<file path="src/rtl/bus_arbiter_rr.sv">
// Two-core round-robin bus arbiter with bounded hold time and a dead TURN cycle between owners.
// Memory-side address, data and rw follow the granted core combinationally and are zero when the bus is idle.
module bus_arbiter_rr #(
  parameter int unsigned MAX_HOLD = 16
) (
  input  logic       clk,
  input  logic       reset,
  input  logic       core0_request,
  input  logic       core1_request,
  output logic       core0_grant,
  output logic       core1_grant,
  input  logic [8:0] core0_address,
  input  logic [8:0] core1_address,
  input  logic       core0_rw,
  input  logic       core1_rw,
  input  logic [7:0] core0_data_in,
  input  logic [7:0] core1_data_in,
  output logic [7:0] core0_data_out,
  output logic [7:0] core1_data_out,
  output logic [8:0] RAM_address,
  output logic [7:0] RAM_data_in,
  input  logic [7:0] RAM_data_out,
  output logic       rw
);

  localparam int unsigned HOLD_W = 8;
  localparam logic [HOLD_W-1:0] MAX_HOLD_C = HOLD_W'(MAX_HOLD);

  typedef enum logic [1:0] {IDLE, GRANT0, GRANT1, TURN} state_t;

  state_t            r_state;
  logic              r_last_owner;
  logic [HOLD_W-1:0] r_hold_cnt;
  logic              r_grant0;
  logic              r_grant1;

  logic w_pick0;
  logic w_pick1;
  logic w_hold_max;

  // On contention the core that did not own the bus last wins.
  assign w_pick0    = core0_request & (~core1_request | r_last_owner);
  assign w_pick1    = core1_request & (~core0_request | ~r_last_owner);
  assign w_hold_max = (r_hold_cnt == MAX_HOLD_C);

  always_ff @(posedge clk) begin
    if (reset) begin
      r_state      <= IDLE;
      r_last_owner <= 1'b0;
      r_hold_cnt   <= '0;
      r_grant0     <= 1'b0;
      r_grant1     <= 1'b0;
    end else begin
      case (r_state)
        IDLE, TURN: begin
          if (w_pick0) begin
            r_state      <= GRANT0;
            r_last_owner <= 1'b0;
            r_hold_cnt   <= HOLD_W'(1);
            r_grant0     <= 1'b1;
            r_grant1     <= 1'b0;
          end else if (w_pick1) begin
            r_state      <= GRANT1;
            r_last_owner <= 1'b1;
            r_hold_cnt   <= HOLD_W'(1);
            r_grant0     <= 1'b0;
            r_grant1     <= 1'b1;
          end else begin
            r_state  <= IDLE;
            r_grant0 <= 1'b0;
            r_grant1 <= 1'b0;
          end
        end
        GRANT0: begin
          if (!core0_request || (w_hold_max && core1_request)) begin
            r_state  <= TURN;
            r_grant0 <= 1'b0;
          end else if (!w_hold_max) begin
            r_hold_cnt <= r_hold_cnt + HOLD_W'(1);
          end
        end
        GRANT1: begin
          if (!core1_request || (w_hold_max && core0_request)) begin
            r_state  <= TURN;
            r_grant1 <= 1'b0;
          end else if (!w_hold_max) begin
            r_hold_cnt <= r_hold_cnt + HOLD_W'(1);
          end
        end
        default: begin
          r_state  <= IDLE;
          r_grant0 <= 1'b0;
          r_grant1 <= 1'b0;
        end
      endcase
    end
  end

  assign core0_grant = r_grant0;
  assign core1_grant = r_grant1;

  // Bus mux: only the owner reaches memory; an idle bus drives zeros so no write can slip through.
  assign RAM_address = r_grant0 ? core0_address :
                       r_grant1 ? core1_address : 9'h000;
  assign RAM_data_in = r_grant0 ? core0_data_in :
                       r_grant1 ? core1_data_in : 8'h00;
  assign rw          = r_grant0 ? core0_rw :
                       r_grant1 ? core1_rw : 1'b0;

  assign core0_data_out = r_grant0 ? RAM_data_out : 8'h00;
  assign core1_data_out = r_grant1 ? RAM_data_out : 8'h00;

endmodule
</file>
<file path="config.mk">
export PLATFORM = sky130hd
export DESIGN_NAME = bus_arbiter_rr
export DESIGN_NICKNAME = d
export VERILOG_FILES = /design/src/rtl/bus_arbiter_rr.sv
export SDC_FILE = /design/constraint.sdc
export NUM_CORES = 1
export LEC_CHECK = 0
export ABC_AREA = 0
export CAP_MARGIN = 20
export CORE_AREA = 2 2 75 56
export CTS_CLUSTER_SIZE = 25
export DETAILED_ROUTE_END_ITERATION = 12
export DIE_AREA = 0 0 77 58
export PLACE_DENSITY = 0.81
export SYNTH_ARGS = -nofsm -noshare
export SYNTH_HDL_FRONTEND = slang
export SYNTH_SLANG_ARGS = --single-unit
</file>
<file path="constraint.sdc">
create_clock -name clk -period 1.9 [get_ports clk]
set_clock_uncertainty 0.05 [all_clocks]
set_input_delay 0.475 -clock clk [delete_from_list [all_inputs] [get_ports clk]]
set_output_delay 0.475 -clock clk [all_outputs]
set_load 0.005 [all_outputs]
</file>
==> results.tsv <==
metric	value	unit
Layout Area Growth over Synthesis	97.0	%
layout cells sized above 1	18.0	%
Post-Syn Area	1120	um^2
CP required	1.37	ns
pwr dens	1050	nW/um^2
vias per cell	5.22	
fin crit share	99.7	%
Synth async-reset ratio	0	%
EDFF count, synth	0	
Ports	84	
Core Region	3760	um^2
Slew @ Worst Pin	0.362	ns
top cell type's share of synthesized area	23.2	%
largest net degree at the start of global routing	29	
Crit Path Max Fanout	1	
GR Util met3	5.14	%
leakage power	1.02	nW
Post-DRT Antenna Nets	0	
Final min period	1.90	ns
Sequential Area	265	um^2
Die X	77	um
register area share after synthesis	23.2	%
initial antenna violation count	0	
number of remaining DRC errors	0	
Total GRT Usage	19.7	%
max frequency	528	MHz
clk buf depth	2	
Hold Violations, Final	0	
total clock buffers created by CTS	3	
top cells by area, synth	dfxtp_1 23%, a22o_1 15%, and2_1 8.9%	
Hold Crit Class	flop to flop	
Mapped Cells	132	
status	complete, no violations	
wire per inst	16.4	um
vias in the first global route	1266	
Max-slew headroom	75.7	%
Syn Area/Cell	8.51	um^2
Yosys top cell by area	dfxtp_1	
first-pass GRT wire length	6930	um
Fill cells	342	
clock sinks	13	
Synth Flop Type	dfxtp_1	
Synth top cells by count	19 x a22o_1, 16 x and2_1, 13 x dfxtp_1	
Starting Density	29.9	%
cells traversed along the worst timing path	clkdlybuf4s50_1 -> a22o_1 -> dlygate4sd2_1	
Core Rows	19	
Detailed Route Iter0 Violations	136	
CTS Hold Bufs	0	
clock slew at reported path FFs	0.06	ns
area taken by multi-input logic gates	821	um^2
# diodes	0	
Synth Net Count	184	
DRT Pass-1 Iters	4	
clk_lat worst skew	0.24	ns
die area	4470	um^2
grt met2 use	30.5	%
Root Driver	clkbuf_8	
Final nets	286	
aggregate global routing overflow	0	
setup TNS	0	ns
Die H	58	um
Worst path max stage delay	0.40	ns
worst path arrival time	1.37	ns
busiest grt layer	met2	
# setup viols final	0	
most common cell in the netlist	a22o_1	
Synth cell types	39	
CP bufs+invs	2	
met1 Usage GRT	29.0	%
crit end category	primary output	
count of input and output buffers	83	
YS warnings	0	
Crit-path slowest cell	clkdlybuf4s50_1	
max cap viols	0	
CP startpoint kind	input pin	
number of synthesized register bits	13	
kind of critical path	input pin to primary output	
worst vdd ir	0.000720	V
final-report max-slew violation count	0	
HPWL Detailed	3550	um
TritonCTS clock tree	done	
Final Core Density	58.9	%
DR vias	1488	
Top delay family on crit path	buffers and inverters	
GPL Wtd Cong	0.854	
htree depth	1	
Total Wirelength	4670	um
## cell families (layout without fill, tap and decap cells)
kind of cell	count (synthesis)	in the layout	synth area share (%)
buffers and inverters	15	116	6.35
flip-flops	13	13	23.2
AND/OR/NAND/NOR	47	47	27.3
adder cells (fa/ha/maj)	4	4	4.45
AO/OA/AOI/OAI	53	53	38.8
## report_power, final
part	internal, mW	leakage [nW]	switching [mW]
Sequential	0.340	0.108	0.0514
Combinational	0.928	0.883	0.754
Clock	0.145	0.0255	0.107
## per-layer routing
metal	routed length (um)	part of all wire (%)
met5	0	0
met2	2080	44
met3	320	6.9
met4	10	0.21
met1	2260	48
## flip-flops by register name, summed over array words and instances (netlist names)
name          flops
r_hold_cnt        8
core1_grant       1
r_state           2
r_last_owner      1
core0_grant       1
## layout by cell type (no fill, tap or decap), types with 4 or more instances in the layout
| cell | instances |
|---|---|
| o2111ai_1 | 4 |
| inv_1 | 7 |
| o21ai_0 | 4 |
| dfxtp_2 | 4 |
| nor2_1 | 4 |
| a32o_1 | 6 |
| dfxtp_1 | 9 |
| buf_4 | 19 |
| clkdlybuf4s50_1 | 45 |
| and2_1 | 16 |
| a21oi_1 | 5 |
| dlygate4sd2_1 | 23 |
| nand2_1 | 6 |
| clkdlybuf4s15_1 | 11 |
| a22o_1 | 19 |
## worst reg2reg max path: stages (launching register included)
cell and delay [ns]:
dfxtp_2 0.34, inv_1 0.07, ha_4 0.26, and2b_2 0.21
o21ba_4 0.21, a2111o_1 0.34, a32o_1 0.25
## cell type report
| type | instances | share of cell area, % |
|---|---|---|
| clock buffers | 3 | 1.87 |
| clock inverters | 1 | 0.226 |
| inverters | 7 | 1.19 |
| multi-input cells | 104 | 37.1 |
| flip-flops and latches | 13 | 12.0 |
| well taps | 52 | 2.94 |
| repair buffers | 105 | 44.7 |
## final timing paths
check	startpoint	end	slack, ns	cells past startpoint
setup reg to reg	r_state[0]$_SDFFE_PP0P_	r_hold_cnt[3]$_SDFFE_PP0P_	0.07	6
hold / removal	r_state[0]$_SDFFE_PP0P_	r_state[0]$_SDFFE_PP0P_	0.45	2
setup / recovery	core0_data_in[3]	RAM_data_in[3]	0.005	3
hold reg to reg	r_state[0]$_SDFFE_PP0P_	r_state[0]$_SDFFE_PP0P_	0.45	2
## metrics by stage
stage                     setup slack (ns)  area, um^2  cells  hold WS [ns]  total power, mW
after floorplan                     0.0488        1140    132         0.415             1.24
after global placement              -0.279        2130    278         0.438             2.03
after detailed placement            -0.300        2130    278         0.440             2.05
after CTS                          0.00654        2180    284         0.452             2.27
after global routing            -0.0000164        2210    285         0.469             2.48
final                              0.00499        2210    285         0.455             2.33
## repair_timing
item / CTS / global route
gates cloned: 1 / 1
setup buffers: 1 / 0
setup endpoints to repair: 36 / 21
resized for setup: 48 / 19
pin swaps: 0 / 4
(Power assumes the default switching activity.)
==> variant: new RTL, same settings <==
Reset style: asynchronous (`reset`), changed in one clocked block.
--- a/src/rtl/bus_arbiter_rr.sv
+++ b/src/rtl/bus_arbiter_rr.sv
@@ -43,7 +43,7 @@
   assign w_pick1    = core1_request & (~core0_request | ~r_last_owner);
   assign w_hold_max = (r_hold_cnt == MAX_HOLD_C);
 
-  always_ff @(posedge clk) begin
+  always_ff @(posedge clk or posedge reset) begin
     if (reset) begin
       r_state      <= IDLE;
       r_last_owner <= 1'b0;
Behaviour: differs if reset is asserted again (counterexample within 4 cycles, from zero or initial values and one cycle with reset high); with reset held inactive, the same outputs for 10 cycles.
==> variant against the original RTL <==
  * The flow now finishes with violations (negative setup slack)
  * Worst setup slack got worse by 0.23 ns
  * Design area increased by 8.5%
  * Synthesized area increased by 7.2%
  * Maximum frequency decreased by 11%
  * Highest routed layer unchanged
  * Largest cell class unchanged
  * Core utilization increased by 5.0 points
  * Power increased by 19%
  * Sequential cell count unchanged
  * Global-route usage increased by 1.2 points
  * Wire length increased by 5.0%
==> variant: results (changes against the original RTL) <==
| Metric | Value |
|---|---|
| Status | `finished, violations left` |
| Failing checks | `negative setup slack` |
| Synth-to-Final Area Change | `99.4%` |
| Post-DP HPWL | `3580 microns (+0.81%)` |
| Total negative slack | `-2.21 ns (-2.21 ns)` |
| Crit end category | `register` |
| Iteration-0 DRC Markers | `69 (-49%)` |
| Slew margin rel. | `67.6% (-8.1 points)` |
| Register area share after synthesis | `27.0% (+3.8 points)` |
| Leakage power | `1.14 nW (+13%)` |
| Synthesized net count | `186 (+1.1%)` |
| Post-synth top cells | `a22o_1 (18), and2_1 (16), dfrtp_1 (13)` |
| RePlAce Congestion | `0.773 (-9.4%)` |
| Dpl cells | `283 (+1.8%)` |
| Crit path max fanout | `7 (+6)` |
| Gr usage total | `20.9% (+1.2 points)` |
| Root Buffer | `clkbuf_8` |
| WL/cell | `16.4 microns (+0.39%)` |
| Slowest CP cell | `or4b_4` |
| CP required | `1.96 ns (+0.59 ns)` |
| # setup viols final | `12 (+12)` |
| Worst setup margin | `-0.221 ns (-0.226 ns)` |
| Synth unique cells | `37 (-5.1%)` |
| FFs w/ async S/R, synth | `100% (+100 points)` |
| Global-route wire length before repair | `7240 microns (+4.5%)` |
| Fraction of final layout cells sized beyond drive strength 1 | `29.3% (+11 points)` |
| Peak supply drop | `0.692 mV (-3.8%)` |
| Vias post-DR | `1520 (+2.2%)` |
| Synth top area cells | `dfrtp_1 (27%), a22o_1 (13%), and2_1 (8.3%)` |
| Syn avg cell area | `8.99 sq um (+5.6%)` |
| Post-placement setup slack | `-0.405 ns (-0.105 ns)` |
| Vias in the first global route | `1357 (+7.2%)` |
| Crit-path max cell delay | `0.50 ns (+0.10 ns)` |
| Fillers | `331 (-3.2%)` |
| Final non-filler cell total | `298 (+4.6%)` |
[variant: cell types whose count changed in the layout (fill, tap and decap cells not counted), sizes merged, moves of 4 or more]
cell,unedited run,this run
a2111oi,0,5
a32o,6,0
and2b,4,0
buf,23,37
clkbuf,3,13
clkdlybuf4s15,11,2
dfrtp,0,13
dfxtp,13,0
inv,7,12
o2111ai,4,0
o2bb2ai,0,5
[variant: cell families after synthesis]
group	after synthesis	share of synthesized area [%]
mux	6	5.92
buf+inv	21	6.75
flops	13	27.0
fa+ha+maj	4	4.15
compound gates	44	33.0
simple gates	46	23.2
[variant: power by group through the flow]
stage / clock [mW] / combinational [mW] / sequential, mW
CTS: 0.259 / 1.95 / 0.410
detailed placement: 0 / 1.92 / 0.405
global route: 0.275 / 2.28 / 0.426
floorplan: 0 / 0.966 / 0.418
finish: 0.248 / 2.10 / 0.414
global placement: 0 / 1.89 / 0.404
[variant: layer usage]
metal	part of all wire (%)	GRT usage, %
met5	0	0
met4	1.7	4.59
met3	8.8	7.94
met2	51	38.7
met1	39	23.2
[variant: layout make-up]
class                           count  share of cell area (%)
Clock inverter                      1                   0.208
Multi-Input combinational cell    100                    36.3
Sequential cell                    13                    13.6
Inverter                           12                    1.88
Clock buffer                        3                    1.72
Tap cell                           52                    2.71
Timing Repair Buffer              117                    43.6
[variant: what timing repair did]
action                                  4_1_cts  5_1_grt
gates cloned                                  1        0
gates resized for setup                      66       35
endpoints found under the setup margin       47       29
buffers inserted                              7        4
pin swaps                                     2        8
[variant: worst max-delay path: cells and delay by family (launching register included)]
kind / cells / cell delay, ns
AND/OR/NAND/NOR: 1 / 0.50
adder cells (fa/ha/maj): 1 / 0.13
flip-flops: 1 / 0.39
AO/OA/AOI/OAI: 3 / 0.52
buffers and inverters: 3 / 0.40
[variant: path summary, 6_finish.rpt]
| kind | from | to | slack (ns) | cells past startpoint |
|---|---|---|---|---|
| min in group asynchronous | reset | r_hold_cnt[7] | 0.51 | 2 |
| worst max register to register | r_hold_cnt[0] | r_hold_cnt[5] | -0.22 | 8 |
| max in group asynchronous | reset | core0_grant | 0.92 | 2 |
| worst min-delay path | r_last_owner | r_last_owner | 0.46 | 1 |
| worst min register to register | r_last_owner | r_last_owner | 0.46 | 1 |
| worst max-delay path | r_hold_cnt[0] | r_hold_cnt[5] | -0.22 | 8 |
